$ cat config.mk
export PLATFORM = sky130hd
export DESIGN_NAME = expr_stream_ctrl
export DESIGN_NICKNAME = d
export VERILOG_FILES = /design/src/rtl/expr_pkg.sv /design/src/rtl/expr_recog.sv /design/src/rtl/expr_stream_ctrl.sv
export SDC_FILE = /design/constraint.sdc
export NUM_CORES = 1
export LEC_CHECK = 0
export BUFFER_PORTS_ARGS = -buffer_cell sky130_fd_sc_hd__clkbuf_2
export CELL_PAD_IN_SITES_DETAIL_PLACEMENT = 1
export CELL_PAD_IN_SITES_GLOBAL_PLACEMENT = 1
export CORE_MARGIN = 4
export CORE_UTILIZATION = 36
export CTS_BUF_LIST = sky130_fd_sc_hd__clkbuf_4 sky130_fd_sc_hd__clkbuf_8
export DETAILED_ROUTE_END_ITERATION = 6
export MAX_ROUTING_LAYER = met4
export PLACE_DENSITY_LB_ADDON = 0.1
export SYNTH_ARGS = -nofsm -noshare
export SYNTH_HDL_FRONTEND = slang
export SYNTH_SLANG_ARGS = --single-unit
$ cat constraint.sdc
create_clock -name clk -period 2 [get_ports clk]
set_input_delay 0.3 -clock clk [delete_from_list [all_inputs] [get_ports clk]]
set_output_delay 0.3 -clock clk [all_outputs]
set_load 0.01 [all_outputs]
$ cat src/rtl/expr_pkg.sv
`default_nettype none
// ============================================================================
// Module   : expr_pkg
// Brief    : Shared encodings and character helpers for the expression stream.
// Revision : 1.0
// ============================================================================
package expr_pkg;

   typedef enum logic [1:0] {
      RS_OTHER = 2'd0,
      RS_INIT  = 2'd1,
      RS_NUM   = 2'd2,
      RS_OP    = 2'd3
   } recog_state_t;

   typedef enum logic [1:0] {
      CS_IDLE   = 2'd0,
      CS_BUSY   = 2'd1,
      CS_REPORT = 2'd2
   } ctrl_state_t;

   localparam logic [7:0] C_DIGIT_LO = 8'h30;
   localparam logic [7:0] C_DIGIT_HI = 8'h39;
   localparam logic [7:0] C_PLUS     = 8'h2B;
   localparam logic [7:0] C_STAR     = 8'h2A;

   function automatic logic is_digit(input logic [7:0] c);
      return (c >= C_DIGIT_LO) && (c <= C_DIGIT_HI);
   endfunction

   function automatic logic is_op(input logic [7:0] c);
      return (c == C_PLUS) || (c == C_STAR);
   endfunction

endpackage
`default_nettype wire

$ cat src/rtl/expr_recog.sv
`default_nettype none
// ============================================================================
// Module   : expr_recog
// Brief    : Four-state recognizer for digit (op digit)* expressions.
// Revision : 1.0
// ============================================================================
module expr_recog (
   input  logic       clk,
   input  logic       clr_n,
   input  logic       init,
   input  logic       en,
   input  logic [7:0] in,
   output logic [1:0] state
);
   import expr_pkg::*;

   recog_state_t r_state;
   recog_state_t w_next;

   always_comb begin
      w_next = r_state;
      if (init) begin
         w_next = RS_INIT;
      end else if (en) begin
         case (r_state)
            RS_INIT, RS_OP: w_next = is_digit(in) ? RS_NUM : RS_OTHER;
            RS_NUM:         w_next = is_op(in) ? RS_OP : RS_OTHER;
            default:        w_next = RS_OTHER;
         endcase
      end
   end

   always_ff @(posedge clk) begin
      if (!clr_n) r_state <= RS_INIT;
      else        r_state <= w_next;
   end

   assign state = r_state;

endmodule
`default_nettype wire

$ cat src/rtl/expr_stream_ctrl.sv
`default_nettype none
// ============================================================================
// Module   : expr_stream_ctrl
// Brief    : Round-robin arbiter sequencing framed character streams through
//            the expression recognizer and reporting one result per frame.
// Revision : 1.0
// ============================================================================
module expr_stream_ctrl #(
   parameter int         N_SRC = 2,
   parameter logic [7:0] TERM  = 8'h3D,
   parameter int         LEN_W = 8
) (
   input  logic                 clk,
   input  logic                 clr_n,
   input  logic [N_SRC-1:0]     src_valid,
   input  logic [8*N_SRC-1:0]   src_data,
   output logic [N_SRC-1:0]     src_ready,
   output logic                 res_valid,
   input  logic                 res_ready,
   output logic                 res_accept,
   output logic [1:0]           res_src,
   output logic [LEN_W-1:0]     res_len
);
   import expr_pkg::*;

   localparam logic [1:0] C_LAST = 2'(N_SRC - 1);

   ctrl_state_t      r_state;
   ctrl_state_t      w_next;
   logic [1:0]       r_grant;
   logic [1:0]       r_rr_ptr;
   logic [LEN_W-1:0] r_len;
   logic             r_res_accept;
   logic [1:0]       r_res_src;
   logic [LEN_W-1:0] r_res_len;

   logic [3:0]  w_valid_pad;
   logic [3:0]  w_ready_pad;
   logic [31:0] w_data_pad;
   logic [7:0]  w_char;
   logic [1:0]  w_pick;
   logic [1:0]  w_idx;
   logic [1:0]  w_rstate;
   logic        w_any;
   logic        w_xfer;
   logic        w_is_term;
   logic        w_start;
   logic        w_step;

   function automatic logic [1:0] wrap_inc(input logic [1:0] v);
      return (v == C_LAST) ? 2'd0 : v + 2'd1;
   endfunction

   // Pad to four sources so indexing by the 2-bit grant is always in range.
   always_comb begin
      w_valid_pad                 = '0;
      w_valid_pad[N_SRC-1:0]      = src_valid;
      w_data_pad                  = '0;
      w_data_pad[8*N_SRC-1:0]     = src_data;
   end

   always_comb begin
      w_any  = 1'b0;
      w_pick = r_rr_ptr;
      w_idx  = r_rr_ptr;
      for (int k = 0; k < N_SRC; k++) begin
         if (!w_any && w_valid_pad[w_idx]) begin
            w_any  = 1'b1;
            w_pick = w_idx;
         end
         w_idx = wrap_inc(w_idx);
      end
   end

   assign w_char      = w_data_pad[{r_grant, 3'b000} +: 8];
   assign w_xfer      = (r_state == CS_BUSY) && w_valid_pad[r_grant];
   assign w_is_term   = (w_char == TERM);
   assign w_start     = (r_state == CS_IDLE) && w_any;
   assign w_step      = w_xfer && !w_is_term;
   assign w_ready_pad = 4'b0001 << r_grant;

   assign src_ready  = (r_state == CS_BUSY) ? w_ready_pad[N_SRC-1:0] : '0;
   assign res_valid  = (r_state == CS_REPORT);
   assign res_accept = r_res_accept;
   assign res_src    = r_res_src;
   assign res_len    = r_res_len;

   always_comb begin
      w_next = r_state;
      case (r_state)
         CS_IDLE:   if (w_any)                w_next = CS_BUSY;
         CS_BUSY:   if (w_xfer && w_is_term)  w_next = CS_REPORT;
         CS_REPORT: if (res_ready)            w_next = CS_IDLE;
         default:                             w_next = CS_IDLE;
      endcase
   end

   always_ff @(posedge clk) begin
      if (!clr_n) r_state <= CS_IDLE;
      else        r_state <= w_next;
   end

   always_ff @(posedge clk) begin
      if (!clr_n) begin
         r_grant      <= '0;
         r_rr_ptr     <= '0;
         r_len        <= '0;
         r_res_accept <= 1'b0;
         r_res_src    <= '0;
         r_res_len    <= '0;
      end else begin
         if (w_start) begin
            r_grant <= w_pick;
            r_len   <= '0;
         end
         if (w_step && (r_len != {LEN_W{1'b1}})) r_len <= r_len + 1'b1;
         if (w_xfer && w_is_term) begin
            r_res_accept <= (recog_state_t'(w_rstate) == RS_NUM);
            r_res_src    <= r_grant;
            r_res_len    <= r_len;
         end
         if ((r_state == CS_REPORT) && res_ready) r_rr_ptr <= wrap_inc(r_grant);
      end
   end

   expr_recog u_recog (
      .clk   (clk),
      .clr_n (clr_n),
      .init  (w_start),
      .en    (w_step),
      .in    (w_char),
      .state (w_rstate)
   );

endmodule
`default_nettype wire

==> run_results.csv, run 1 <==
group,metric,value,unit
clock_tree,clkSinkCount,27,
route,drt_iter0_drc,23,
critical_path,crit_slowest_cell,"or4_1",
critical_path,critPathCapture,"res_len[5]",
global_route,track_usage,0.156,
route,wl_met3,177,um
global_route,grt_max_degree,22,
clock_tree,numCtsBuffers,3,
global_route,antenna_found_initial,0,
die,core_area,3720,sq um
critical_path,r2r-end,"res_len[5]",
timing,max_slew_margin,0.755,
placed_design,place.gp.congestion,0.719,
critical_path,worstSetupPathType,"reg2reg",
placed_design,port_buffers,34,
finish,area_growth,24.6,%
synth,synth_area_leaders,"dfxtp_1 (39%), mux2i_1 (8.6%), nor2b_1 (6.7%), nor2_1 (4.3%), nand2_1 (3.2%)",
die,die_x,70.3,um
synth,synth_top_area_share,0.387,
critical_path,regToRegSetupSlack,0.12,ns
finish,final_cells,246,
route,top_layer,"met4",
critical_path,critical_path_required,2.17,ns
finish,diodes,0,
clock_tree,htree_levels,1,
global_route,grt_pass1_wl,6150,um
global_route,grt_remaining_overflow,0,
timing,setup_viol,0,
die,rows,22,
route,drt-total-wl,3620,um
critical_path,r2r-start,"r_grant[1]",
timing,worst_pin_slew,0.358,ns
critical_path,path_max_fanout,13,
route,vias,1285,
synth,syn_nets,177,
critical_path,ff2ff_path_depth,5,
critical_path,cp_top_family,"simple AND/OR/NAND/NOR gates",
power_and_ir_drop,cellLeakagePower,0.806,nW
hold_path,worstHoldStart,"res_ready",
finish,seqCellArea,546,sq um
placed_design,dpl.hpwl,2860,um
die,die_area,4940,sq um
timing,drv_slew,0,
route,drt-pass1-iter-count,4,
timing,fin_skew,0.00178,ns
timing,hold_slack,0.316,ns
timing,period_needed,1.88,ns
clock_tree,cts-root-buf,"clkbuf_8",
die,die_h,70.3,um
critical_path,crit_buf_inv,1,
synth,synth_edf_count,0,
synth,synth_async_sr_flop_share,0,
critical_path,cp.depth,5,
synth,syn_inst,155,
critical_path,worstSetupStartpointType,"flop",
synth,synth_cell_types,48,
die,initial_core_util,0.376,
power_and_ir_drop,p_per_area,581,nW/um^2
timing,rsz0062_at_grt,"no",
synth,ys_warn_count,0,
timing,finalCritPeriodShare,0.939,
route,vias_per_cell,5.22,
synth,synthFlopType,"dfxtp_1",
route,wl_met2,1800,um
clock_tree,clk_pin_slew,0.09,ns
die,top_level_ports,35,
finish,post-route-util,0.468,
power_and_ir_drop,ir_worst_vdd,0.292,mV
critical_path,crit_arrival,2.05,ns
clock_tree,clock_latency,0.27,ns
status,outcome,"complete, no violations",
critical_path,crit_chain,"or3b_4 > or4_1 > buf_4 > mux2i_1 > nor2b_1",
critical_path,crit_start,"r_grant[1]",
finish,multi_input_area,816,sq um
global_route,grt_pass1_vias,1286,
critical_path,end_kind,"flop",
finish,drive_above_1_share,0.293,
route,wire_per_inst,14.7,um
route,met1_length,1600,um
hold_path,hold_path_class,"in2reg",
finish,fin_nets,221,
clock_tree,cts_tree,"built",
job,cap_violations,0,
clock_tree,clock_tree.buffer_depth,2,
synth,synth_most_common_cell,"dfxtp_1",
timing,finalHoldViolations,0,
timing,fin_setup_tns,0,ns
synth,synth-seq-area-share,0.387,
synth,synth.cell_area,1400,sq um
timing,max_freq,532,MHz
placed_design,dp.cells,240,
route,drc,0,
synth,syn_area_per_cell,9.01,sq um
power_and_ir_drop,p_total,1.01,mW
finish,fillers,465,
route,antenna_left,0,
synth,synth.largest_area_cell,"dfxtp_1",
synth,synth_common_cells,"dfxtp_1 (27), nor2_1 (16), nor2b_1 (15)",
critical_path,slowest_delay,0.52,ns
synth,synth-seq-cells,27,
==> metal layers <==
layer | up-vias | GRT usage
met5 | - | -
met4 | 0 | 0.0511
li1 | 649 | -
met3 | 4 | 0.0331
met1 | 606 | 0.176
met2 | 26 | 0.273
==> state kept, by name, summed over array words and instances (netlist names) <==
signal         count
r_len              8
res_len            8
r_grant            2
r_rr_ptr           2
r_state            2
res_src            2
u_recog.state      2
res_accept         1
==> placed cells by master, fill, tap and decap left out, types with 3 or more instances in the layout <==
master,instances
a21oi_1,3
and3_1,4
buf_4,10
clkbuf_2,34
clkbuf_8,3
dfxtp_1,25
inv_1,4
mux2i_1,12
nand2_1,12
nand2b_1,3
nor2_1,16
nor2b_1,15
o21ai_0,5
o2bb2ai_1,3
==> timing repair <==
action / in CTS / in global routing
buffers inserted: 0 / 2
resized for setup: 0 / 6
setup endpoints to repair: 0 / 18
hold buffers: 0 / 0
==> stage by stage <==
step	cell area, sq um	worst slack [ns]
after floorplan	1400	0.115
after global placement	1660	0.0840
after detailed placement	1660	0.0470
after CTS	1700	0.0263
after global routing	1740	0.0306
final	1740	0.122
==> how the worst min path moves through the flow <==
stage / to / slack (ns) / cells after the start
6_report: r_state[1] / 0.32 / 3
5_1_grt: r_state[1] / 0.35 / 3
4_1_cts: r_state[1] / 0.32 / 3
3_5_place_dp: res_src[1] / 0.47 / 1
3_3_place_gp: res_src[1] / 0.47 / 1
2_1_floorplan: r_state[0] / 0.46 / 1
==> cell type report <==
| type | count | area share |
|---|---|---|
| Timing Repair Buffer | 45 | 0.147 |
| Inverter | 4 | 0.00863 |
| Sequential cell | 27 | 0.314 |
| Tap cell | 48 | 0.0345 |
| Multi-Input combinational cell | 118 | 0.469 |
| Clock inverter | 1 | 0.00288 |
| Clock buffer | 3 | 0.0237 |
==> cells by family after synthesis <==
logic type / Yosys count / share of synthesized area
simple gates: 71 / 0.296
compound gates: 29 / 0.149
flops: 27 / 0.387
mux: 14 / 0.102
buf+inv: 10 / 0.0385
xor+xnor: 3 / 0.0188
fa+ha+maj: 1 / 0.00896
==> report_power, final <==
group,switching [mW],internal [mW]
Clock,0.172,0.140
Combinational,0.0730,0.0740
Sequential,0.00837,0.544
Total,0.253,0.757
==> worst min-delay path, delay by kind of cell <==
kind                   cells  cell delay, ns
and+or+nand+nor            1            0.10
buffers and inverters      1            0.08
AOI/OAI and AO/OA          1            0.06
Note: power is estimated with default switching activity, not from simulation.
==> inputs of run 2 (changes only) <==
Settings changed: SETUP_SLACK_MARGIN set to 0.3.
==> run_results.csv, run 2 (synthesized netlist as in run 1, its figures left out) <==
group,metric,value,unit
status,outcome,"complete, no violations",
timing,fin_skew,0.00177,ns
route,vias,1321,
hold_path,whs_endpoint,"r_state[1]",
clock_tree,cts_hold_buf,0,
timing,period_needed,1.84,ns
placed_design,port_buffers,34,
hold_path,hold_path_class,"in2reg",
power_and_ir_drop,switchingPower,279,uW
finish,final_cell_mix,"clkbuf_2 (34), dfxtp_1 (23), nor2_1 (15), nor2b_1 (15), buf_4 (14)",
critical_path,slowest_delay,0.60,ns
route,wire_per_inst,15.0,um
hold_path,min_path_cells,3,
power_and_ir_drop,cellLeakagePower,0.836,nW
power_and_ir_drop,p_seq_frac,0.521,
clock_tree,cts-root-buf,"clkbuf_8",
route,drt-pass1-iter-count,4,
timing,setup_viol,0,
global_route,met2_usage,0.278,
critical_path,worstSetupStartpointType,"flop",
job,cap_violations,0,
finish,final_common_cell,"clkbuf_2",
timing,rsz0062_at_grt,"yes",
critical_path,critical_path_required,2.18,ns
global_route,grt_pass1_vias,1341,
timing,max_freq,542,MHz
finish,fillers,470,
die,top_level_ports,35,
die,rows,22,
critical_path,r2r-start,"r_grant[1]",
clock_tree,numCtsBuffers,3,
clock_tree,clock_tree.buffer_depth,2,
global_route,use_met1,0.182,
critical_path,worstSetupPathType,"reg2reg",
critical_path,crit_slowest_cell,"or4_4",
critical_path,end_kind,"flop",
die,die_area,4940,sq um
global_route,grt_use_met3,0.0331,
global_route,top_usage_layer,"met2",
route,antenna_left,0,
finish,fin_nets,226,
die,die_x,70.3,um
global_route,track_usage,0.161,
timing,fin_setup_tns,0,ns
clock_tree,cts_tree,"built",
critical_path,r2r-end,"res_len[1]",
die,initial_core_util,0.376,
finish,diodes,0,
route,drc,0,
power_and_ir_drop,p_per_area,562,nW/um^2
die,die_h,70.3,um
critical_path,path_max_fanout,7,
timing,worst_pin_slew,0.497,ns
timing,hold_slack,0.323,ns
route,drt_iter0_drc,25,
timing,drv_slew,0,
finish,area_growth,34.4,%
timing,finalHoldViolations,0,
global_route,grt_remaining_overflow,0,
timing,max_slew_margin,0.667,
clock_tree,clock_latency,0.28,ns
critical_path,crit_arrival,2.03,ns
placed_design,place.gp.congestion,0.832,
timing,finalCritPeriodShare,0.922,
global_route,grt_pass1_wl,6290,um
power_and_ir_drop,pwr-share-clk,0.311,
finish,drive_above_1_share,0.384,
critical_path,ff2ff_path_depth,5,
power_and_ir_drop,p_int,775,uW
global_route,antenna_found_initial,0,
power_and_ir_drop,swShare,0.265,
critical_path,regToRegSetupSlack,0.16,ns
die,core_area,3720,sq um
clock_tree,clkSinkCount,27,
hold_path,worstHoldStart,"res_ready",
global_route,grt_max_degree,22,
route,vias_per_cell,5.26,
clock_tree,htree_levels,1,
clock_tree,clk_pin_slew,0.10,ns
route,drt-total-wl,3770,um
power_and_ir_drop,comb_power_share,0.169,
placed_design,dpl.hpwl,2790,um
critical_path,crit_chain,"nor4_4 > o22ai_4 > or4_4 > mux2i_1 > nor2b_1",
power_and_ir_drop,ir_worst_vdd,0.355,mV
run 2: timing repair:
action / 4_1_cts / 5_1_grt
setup buffers: 5 / 2
gates cloned: 1 / 0
resized for setup: 12 / 10
pin swaps: 7 / 2
setup endpoints to repair: 21 / 23
run 2: power groups by stage:
| stage | clock network (mW) | logic, mW | registers, mW |
|---|---|---|---|
| after floorplan | 0 | 0.0871 | 0.561 |
| after global placement | 0 | 0.141 | 0.563 |
| after detailed placement | 0 | 0.145 | 0.564 |
| after CTS | 0.332 | 0.166 | 0.550 |
| after global routing | 0.364 | 0.196 | 0.551 |
| final | 0.328 | 0.178 | 0.549 |
run 2: layer usage:
metal  wire, um  part of all wire  vias to the layer above
li1           -                 -                      652
met1       1640              0.43                      641
met2       1930              0.51                       21
met3        131             0.035                        7
met4         64             0.017                        0
met5          0                 0                        -
run 2: worst max path at each step:
| stage | from | end | slack, ns | cells past startpoint |
|---|---|---|---|---|
| after floorplan | r_grant[1] | res_accept | 0.15 | 6 |
| after global placement | r_grant[0] | r_len[5] | 0.14 | 6 |
| after detailed placement | r_grant[0] | r_len[5] | 0.03 | 5 |
| after CTS | r_grant[1] | res_len[6] | 0.16 | 5 |
| after global routing | r_grant[1] | r_len[5] | 0.04 | 5 |
| final | r_grant[1] | res_len[1] | 0.16 | 5 |
run 2: stage by stage:
step | total power, mW | utilization | instances | worst slack, ns | instance area, sq um
2_1_floorplan | 0.648 | - | 155 | 0.151 | 1440
3_3_place_gp | 0.704 | 0.454 | 239 | 0.136 | 1690
3_5_place_dp | 0.709 | 0.454 | 239 | 0.0272 | 1690
4_1_cts | 1.05 | 0.491 | 249 | 0.161 | 1820
5_1_grt | 1.11 | 0.505 | 251 | 0.0376 | 1880
6_report | 1.05 | 0.505 | 251 | 0.155 | 1880
run 2: cell type report:
type	instances	area [sq um]	area share
clock inverters	1	6.26	0.00333
well taps	48	60.1	0.0320
inverters	4	15.0	0.00800
repair buffers	49	287	0.153
flip-flops and latches	27	556	0.296
clock buffers	3	41.3	0.0220
multi-input cells	119	912	0.486
run 2: critical path, delay by kind of cell (launching register included):
| kind | cells | cell delay (ns) |
|---|---|---|
| compound gates | 1 | 0.15 |
| flops | 1 | 0.39 |
| mux | 1 | 0.20 |
| simple gates | 3 | 1.01 |
==> inputs of run 3 (changes only) <==
Settings changed: CELL_PAD_IN_SITES_DETAIL_PLACEMENT 1 to unset, CELL_PAD_IN_SITES_GLOBAL_PLACEMENT 1 to unset, CORE_UTILIZATION 36 to 49, PLACE_DENSITY set to 0.77, PLACE_DENSITY_LB_ADDON 0.1 to unset.
==> run_results.csv, run 3 (synthesized netlist as in run 1, its figures left out) <==
group,metric,value,unit
status,outcome,"complete, no violations",
finish,seqCellArea,558,sq um
placed_design,place_area,1650,sq um
die,die_x,61.4,um
critical_path,path_max_fanout,7,
route,wl_met2,1540,um
clock_tree,cts_hold_buf,0,
finish,final_cell_mix,"clkbuf_2 (32), dfxtp_1 (21), nor2_1 (15), nor2b_1 (15), nand2_1 (12)",
critical_path,crit_start,"r_grant[1]",
route,vias_per_cell,5.53,
clock_tree,clock_tree.buffer_depth,2,
timing,fin_skew,0.00776,ns
finish,fin_nets,222,
clock_tree,clk_pin_slew,0.14,ns
die,die_area,3770,sq um
global_route,grt_pass1_vias,1203,
critical_path,cp_top_family,"simple AND/OR/NAND/NOR gates",
timing,finalCritPeriodShare,0.924,
die,top_level_ports,35,
placed_design,place.gp.congestion,0.842,
timing,fin_setup_tns,0,ns
critical_path,worstSetupPathType,"reg2reg",
critical_path,crit_buf_inv,0,
global_route,track_usage,0.180,
route,antenna_left,0,
clock_tree,cts_tree,"built",
finish,multi_input_area,892,sq um
placed_design,port_buffers,34,
power_and_ir_drop,p_per_area,526,nW/um^2
finish,drive_above_1_share,0.372,
route,wl_met3,167,um
timing,max_slew_margin,0.654,
route,wire_per_inst,13.9,um
critical_path,r2r-start,"r_grant[1]",
critical_path,crit_arrival,2.07,ns
die,core_area,2730,sq um
timing,rsz0062_at_grt,"yes",
route,drt-pass1-iter-count,6,
global_route,grt_pass1_wl,5020,um
clock_tree,clock_latency,0.32,ns
critical_path,worstSetupStartpointType,"flop",
critical_path,end_kind,"flop",
finish,final_common_cell,"clkbuf_2",
critical_path,critical_path_required,2.22,ns
hold_path,worstHoldStart,"res_ready",
die,die_h,61.4,um
die,rows,19,
route,drc,0,
global_route,antenna_found_initial,0,
finish,design_area,1780,sq um
timing,worst_pin_slew,0.513,ns
placed_design,dpl.hpwl,2300,um
finish,diodes,0,
route,drt-total-wl,3200,um
global_route,grt_max_degree,22,
job,cap_violations,0,
timing,setup_viol,0,
timing,drv_slew,0,
finish,area_growth,27.8,%
clock_tree,numCtsBuffers,3,
critical_path,crit_chain,"or3b_4 > or4_4 > mux2i_1 > nor2b_1",
route,top_layer,"met3",
finish,fillers,229,
hold_path,hold_path_class,"in2reg",
timing,max_freq,541,MHz
route,drt_iter0_drc,42,
timing,period_needed,1.85,ns
global_route,grt_remaining_overflow,0,
route,met1_length,1480,um
clock_tree,htree_levels,1,
critical_path,slowest_delay,0.66,ns
die,initial_core_util,0.511,
clock_tree,cts-root-buf,"clkbuf_4",
timing,finalHoldViolations,0,
power_and_ir_drop,ir_worst_vdd,0.581,mV
route,vias,1271,
power_and_ir_drop,cellLeakagePower,0.816,nW
clock_tree,clkSinkCount,27,
critical_path,crit_slowest_cell,"or4_4",
run 3: cell count changes in the layout (fill, tap and decap cells not counted), moves of 2 or more:
cell / delta
buf_4: -3
clkbuf_4: +3
clkbuf_8: -3
buf_2: +2
clkbuf_2: -2
dfxtp_1: -2
dfxtp_2: +2
o2bb2ai_1: -2
o2bb2ai_2: +2
run 3: worst paths after layout:
kind / slack (ns) / cells after the start / to
hold reg to reg: 0.47 / 1 / r_state[0]
hold / removal: 0.23 / 3 / r_state[1]
setup / recovery: 0.15 / 4 / res_src[0]
setup reg to reg: 0.15 / 4 / res_src[0]
run 3: where the power goes:
part           leakage (nW)  internal, mW  switching, mW
combinational         0.577        0.0821         0.0766
sequential            0.222         0.543         0.0102
clock                0.0177        0.0748          0.153
total                 0.816         0.700          0.240
run 3: tightest hold or removal path, cell delays in order:
cell	delay, ns
clkbuf_2	0.08
nand2b_1	0.09
a21boi_1	0.05
run 3: metrics by stage:
stage	worst slack (ns)	power, mW	util	hold slack, ns	instances
after detailed placement	0.0142	0.700	0.603	0.488	220
after global placement	0.111	0.697	0.603	0.480	220
after global routing	0.100	0.982	0.653	0.250	230
final	0.152	0.939	0.653	0.228	230
after CTS	0.132	0.939	0.637	0.231	228
after floorplan	0.151	0.648	-	0.453	155
run 3: layout make-up:
class | instances | share of cell area
clock inverters | 1 | 0.00281
repair buffers | 45 | 0.142
clock buffers | 3 | 0.0126
inverters | 4 | 0.00842
flip-flops and latches | 27 | 0.313
multi-input cells | 119 | 0.500
well taps | 31 | 0.0217
run 3: repair_timing:
item,CTS,global route
setup buffers,3,2
endpoints found under the setup margin,23,25
pin swaps,6,3
gates cloned,1,0
gates resized for setup,10,10
run 3: per-layer routing:
| layer | vias up | global-route usage |
|---|---|---|
| li1 | 652 | - |
| met1 | 586 | 0.220 |
| met2 | 33 | 0.305 |
| met3 | 0 | 0.0210 |
| met4 | 0 | 0.0636 |
| met5 | - | - |
